==> src/rtl/ccff_chain_loader.sv <==
`default_nettype none
// ============================================================================
// Module   : ccff_chain_loader
// Purpose  : Streams a bitstream (one bit per chain per beat, valid/ready)
//            onto the parallel configuration flip-flop chains of the fabric.
//            Drives ccff_head and a registered prog_clock. While the chains
//            shift, it folds the bits leaving ccff_tail into a per-chain
//            parity signature of the previous fabric contents.
// Ports    : clk, global_resetn (async, active low)
//            start                      - begin a load (from IDLE or DONE)
//            in_valid/in_data/in_ready  - bitstream beat handshake
//            ccff_head, prog_clock      - serial data and shift clock out
//            ccff_tail                  - serial data back from the chains
//            busy, done, shift_count, tail_parity - status
// Revision : 1.0 - initial release
// ============================================================================
module ccff_chain_loader #(
  parameter int NUM_CHAINS = 10,
  parameter int CHAIN_LEN  = 4096,
  parameter int CNT_W      = $clog2(CHAIN_LEN + 1)
) (
  input  logic                  clk,
  input  logic                  global_resetn,
  input  logic                  start,
  input  logic                  in_valid,
  input  logic [NUM_CHAINS-1:0] in_data,
  output logic                  in_ready,
  output logic [0:NUM_CHAINS-1] ccff_head,
  output logic                  prog_clock,
  input  logic [0:NUM_CHAINS-1] ccff_tail,
  output logic                  busy,
  output logic                  done,
  output logic [CNT_W-1:0]      shift_count,
  output logic [NUM_CHAINS-1:0] tail_parity
);

  localparam logic [CNT_W-1:0] C_LAST = CNT_W'(CHAIN_LEN - 1);
  localparam logic [CNT_W-1:0] C_MAX  = CNT_W'(CHAIN_LEN);

  typedef enum logic [2:0] {
    S_IDLE  = 3'd0,
    S_FETCH = 3'd1,
    S_SETUP = 3'd2,
    S_PULSE = 3'd3,
    S_DONE  = 3'd4
  } state_t;

  state_t                  r_state;
  state_t                  w_next;
  logic [0:NUM_CHAINS-1]   r_head;
  logic                    r_prog_clock;
  logic                    r_busy;
  logic                    r_done;
  logic [CNT_W-1:0]        r_shift_count;
  logic [NUM_CHAINS-1:0]   r_tail_parity;
  logic                    w_start_ok;
  logic                    w_accept;

  assign w_start_ok = start && ((r_state == S_IDLE) || (r_state == S_DONE));
  assign w_accept   = in_valid && (r_state == S_FETCH);

  // Next-state logic
  always_comb begin
    w_next = r_state;
    case (r_state)
      S_IDLE, S_DONE: if (start) w_next = S_FETCH;
      S_FETCH:        if (in_valid) w_next = S_SETUP;
      S_SETUP:        w_next = S_PULSE;
      // >= rather than == so a corrupted count can never push pulses past
      // the chain length.
      S_PULSE:        w_next = (r_shift_count >= C_LAST) ? S_DONE : S_FETCH;
      default:        w_next = S_IDLE;
    endcase
  end

  always_ff @(posedge clk or negedge global_resetn) begin
    if (!global_resetn) r_state <= S_IDLE;
    else                r_state <= w_next;
  end

  // Status and datapath registers. prog_clock, busy and done are decoded
  // from the next state so they are plain flop outputs aligned with the
  // state they describe.
  always_ff @(posedge clk or negedge global_resetn) begin
    if (!global_resetn) begin
      r_head        <= '0;
      r_prog_clock  <= 1'b0;
      r_busy        <= 1'b0;
      r_done        <= 1'b0;
      r_shift_count <= '0;
      r_tail_parity <= '0;
    end else begin
      r_prog_clock <= (w_next == S_PULSE);
      r_busy       <= (w_next == S_FETCH) || (w_next == S_SETUP) || (w_next == S_PULSE);
      r_done       <= (w_next == S_DONE);

      // in_data is [N-1:0] while the head is [0:N-1]; map bit i to chain i.
      if (w_accept) begin
        for (int i = 0; i < NUM_CHAINS; i++) r_head[i] <= in_data[i];
      end

      if (w_start_ok) begin
        r_shift_count <= '0;
        r_tail_parity <= '0;
      end else begin
        // Tail is sampled while prog_clock is low, before the shift edge.
        if (r_state == S_SETUP) begin
          for (int i = 0; i < NUM_CHAINS; i++)
            r_tail_parity[i] <= r_tail_parity[i] ^ ccff_tail[i];
        end
        if ((r_state == S_PULSE) && (r_shift_count != C_MAX))
          r_shift_count <= r_shift_count + CNT_W'(1);
      end
    end
  end

  assign in_ready    = (r_state == S_FETCH);
  assign ccff_head   = r_head;
  assign prog_clock  = r_prog_clock;
  assign busy        = r_busy;
  assign done        = r_done;
  assign shift_count = r_shift_count;
  assign tail_parity = r_tail_parity;

endmodule
`default_nettype wire

==> config.mk <==
export PLATFORM = sky130hd
export DESIGN_NAME = ccff_chain_loader
export DESIGN_NICKNAME = d
export VERILOG_FILES = /design/src/rtl/ccff_chain_loader.sv
export SDC_FILE = /design/constraint.sdc
export NUM_CORES = 1
export LEC_CHECK = 0
export ABC_AREA = 1
export CORE_ASPECT_RATIO = 1.25
export CORE_MARGIN = 5
export CORE_UTILIZATION = 60
export CTS_CLUSTER_SIZE = 12
export DETAILED_ROUTE_END_ITERATION = 10
export DONT_BUFFER_PORTS = 1
export HOLD_SLACK_MARGIN = 0.02
export PLACE_DENSITY = 0.8
export SYNTH_ARGS = -nofsm -noshare
export SYNTH_HDL_FRONTEND = slang
export SYNTH_SLANG_ARGS = --single-unit
==> constraint.sdc <==
create_clock -name clk -period 1.92 [get_ports clk]
set_input_delay 0.48 -clock clk [delete_from_list [all_inputs] [get_ports clk]]
set_output_delay 0.48 -clock clk [all_outputs]
set_load 0.1 [all_outputs]
# Word level (Yosys, flattened, before mapping)
# Index checks and enable logic that the tools add are counted.
# word_totals
ff_bits	39
output_inout_bits	37
# classes
bitwise_logic	10
muxes	8
eq_ne	9
addsub	1
n_lt_le_gt_ge	1
reduce_logical	10
# ops
op	count
13-bit 2-to-1 mux	2
10-bit 2-to-1 mux	2
13-bit by 1-bit adder with 13-bit output (second input constant)	1
13-bit by 12-bit >= comparator with 1-bit output (second input constant)	1
13-bit != test (second input constant)	1
3-bit by 2-bit equality test with 1-bit output (second input constant)	4
3-bit case mux with 4 select lines	1
1-bit bitwise XOR	10
3-bit 2-to-1 mux	3
3-bit by 1-bit equality test with 1-bit output (second input constant)	2
3-bit equality test (second input constant)	2
2-bit nonzero test	2
1-bit logical AND	3
3-bit logical NOT	1
1-bit logical OR	3
2-bit OR reduction	1

# Depth between registers and ports, before layout
# depth
depth_word	6
depth_mapped	9
depth_no_buf	9

# Worst setup path before layout
# Ideal clock, no wire load.
# synth_path
path_kind	flip-flop to flip-flop
start	register r_shift_count[0] (netlist: shift_count[0])
end	register r_shift_count[8] (netlist: shift_count[8])
t_arrival_ps	2009
setup_slack_ps	-158
setup_time_ps	69
stages_incl_launch_ff	9
synth_period_minus_slack_ps	2078
t_required_ps	1851
path_cell_list	dfrtp_1 -> ha_1 -> inv_1 -> nor2_2 -> nand2_1 -> xor2_1 -> nor2_1 -> nand2_1 -> nand2_1
# synth_between
elab_chain_len	3
elab_cells_between_ends	6
classes_between	add/sub: 1; eq/ne: 1; mux: 2; reduce/logical: 2
# synth_rtl
element	line_no	rtl
start: declaration	54	logic [CNT_W-1:0] r_shift_count;
start signal: assignment	112	r_shift_count <= r_shift_count + CNT_W'(1);
13-bit by 1-bit adder with 13-bit output or 13-bit != test (tied branches)	112, 111	
13-bit 2-to-1 mux or 1-bit logical AND (tied branches)	111	if ((r_state == S_PULSE) && (r_shift_count != C_MAX))
13-bit 2-to-1 mux or 2-bit nonzero test (tied branches)	--	
# Several ways; a longest one is shown, not always the timed one. The select of a mux whose other input is x is not followed.
# A chain may end at the register's enable or synchronous reset.

# Worst setup path after layout
# layout_path
start	register r_state[0]
end	output in_ready
# layout_between
elab_chain_len	1
# layout_rtl
element	line_no	rtl
start: declaration	48	state_t r_state;
start signal: assignment	78	else r_state <= w_next;
3-bit by 1-bit equality test with 1-bit output	117	assign in_ready = (r_state == S_FETCH);
end: declaration	27	output logic in_ready,
# No other way between the ends.

==> summary.txt <==
Area grow syn2layout -> 23.8%
Netlist cell types -> 24
CTS root buffer -> clkbuf_8
Initial Util -> 61.6%
Most common cell after layout, fill and taps aside -> nand2_1
Most frequent cells in the layout -> 80 x nand2_1, 40 x buf_4, 37 x dfrtp_1
RSZ-0062 raised after global routing -> no
Layout cells sized above 1 -> 22.0%
# fillers -> 238
DR iter-0 viols -> 96
CP Max Fanout -> 3
# diodes -> 0
Syn Area/Cell -> 7.87 um2
WP buf/inv -> 3
Port bufs -> 0
# rows -> 23
Max-slew violations -> 0
Final setup violation count -> 0
Status -> complete, no violations
Syn Nets -> 276
Num CTS Buffers -> 5
Crit path arrival time -> 1290 ps
Largest net degree at the start of global routing -> 40
Initial antenna violation count -> 0
Synth Cell Area -> 0.00197 mm2
Finished Cell Area -> 0.00243 mm2
TNS Setup -> 0 ps
CP peak stage delay -> 390 ps
Core footprint -> 0.00319 mm2
Multi-input logic area -> 885 um2
CP top delay family -> flip-flops
Area contributors post-synth -> dfrtp_1 50%, nand2_1 15%, nand3_1 5.6%
Crit. End Element -> output pin
Synth warnings -> 0
Share of the synthesized area in the top cell type -> 49.6%
# nets final -> 320
Max Cap Viol -> 0
WL/cell -> 14.1 um
Yosys reg bits -> 39
Total Routed Length -> 4690 um
Critical path's slowest cell -> dfrtp_1
Fin crit period -> 1770 ps
Startpoint class of the critical path -> flop
Max_slew headroom -> 77.9%
Final Core Density -> 76.2%
DIE WIDTH -> 61.2 um
Max H-tree Level -> 2
WHS -> 297 ps
CTS tree -> built
Number of remaining DRC errors -> 0
Crit path cell chain -> inv_1 -> nor2_1 -> nand2_1 -> inv_1 -> buf_6
Gr usage total -> 22.7%
Cells after synthesis -> 250
Leading area contributor after synthesis -> dfrtp_1
FMAX -> 0.566 GHz
Crit Path Category -> flop to output pin
Total I/O pin count -> 61
DP Area -> 0.00229 mm2
Final period utilization -> 92.0%
Post-CTS Setup Inserts -> 0
Die height -> 74.0 um
Final-report hold violation count -> 0
Post-DP HPWL -> 3280 um
Worst clock skew -> 6.44 ps
Placer Congestion -> 0.867
HP Class -> primary input to flop
Vias -> 1804
Via/cell ratio -> 5.43
Vias in the first global route -> 1694
Seq/Total Area, Yosys -> 49.6%
Worst endpoint required time -> 1440 ps
CP most frequent cell -> inv_1
Worst-Skew Late Latency -> 300 ps
Drt first pass iters -> 4
Routed Antenna Nets -> 0
Reg area -> 978 um2
DIE AREA -> 0.00453 mm2
Worst-Margin Slew -> 331 ps
TritonCTS Sinks -> 39
Global-route wire length before repair -> 7630 um
CTS clk-pin slew, worst paths -> 80 ps
Total grt overflow -> 0
CTS Buffer Depth -> 2
[Yosys cell counts]
master and instances:
nand2_1 80, dfrtp_1 39, nor2_1 26, nand3_1 22, inv_1 16, nor3_1 11, a21oi_1 10, and3_1 10
xor2_1 5, buf_2 4, nand2_2 4, nand4_1 4, inv_2 3, o21ai_0 3, ha_1 2, nand3_2 2
nor2_2 2, buf_6 1, clkbuf_1 1, nand3b_1 1, nor2_4 1, nor3_2 1, o21ai_1 1, xnor2_1 1
[final timing paths]
check	slack (ps)	end	cells past startpoint	from
max in group asynchronous	1090	shift_count[1]	2	global_resetn
hold reg to reg	480	ccff_head[2]	2	ccff_head[2]
setup / recovery	150	in_ready	5	r_state[0]
hold / removal	300	ccff_head[2]	2	in_data[2]
min in group asynchronous	630	tail_parity[2]	2	global_resetn
setup reg to reg	380	shift_count[4]	9	shift_count[1]
[cells by family (layout without fill, tap and decap cells)]
logic type	count (synthesis)	count (layout)	synth area share [%]
buf+inv	25	70	5.41
flops	39	39	49.6
compound gates	14	14	3.56
simple gates	164	164	37.5
xor+xnor	6	6	2.67
fa+ha+maj	2	2	1.27
[through the flow]
| stage | worst slack [ps] | instances |
|---|---|---|
| 2_1_floorplan | 4.01 | 250 |
| 3_3_place_gp | 466 | 322 |
| 3_5_place_dp | 394 | 322 |
| 4_1_cts | 106 | 332 |
| 5_1_grt | 32.1 | 332 |
| 6_report | 154 | 332 |
[sequential cells by signal, indices dropped and copies added (netlist names)]
signal       cells
ccff_head       10
r_state          3
busy             1
done             1
shift_count     13
prog_clock       1
tail_parity     10
[per-layer routing]
metal,up-vias,wire (um),global-route usage [%]
li1,902,-,-
met2,65,2360,36.8
met3,13,384,6.08
met5,-,0,0
met4,0,112,8.92
met1,824,1830,28.7
[layout make-up]
cell class / count / share of cell area [%]
sequential: 39 / 40.2
clock buffer: 5 / 2.83
tap: 37 / 1.90
inverter: 19 / 2.93
clock inverter: 3 / 1.80
multi-input combinational: 186 / 36.3
timing repair buffer: 43 / 14.0
[timing repair]
action,4_1_cts,5_1_grt
setup endpoints to repair,0,1
gates resized for setup,0,1
hold buffers,2,0
hold endpoints to repair,39,0
Power is left out: the tool's default activity adds up to more than one toggle a clock period on the data nets, which glitch-free logic cannot reach.
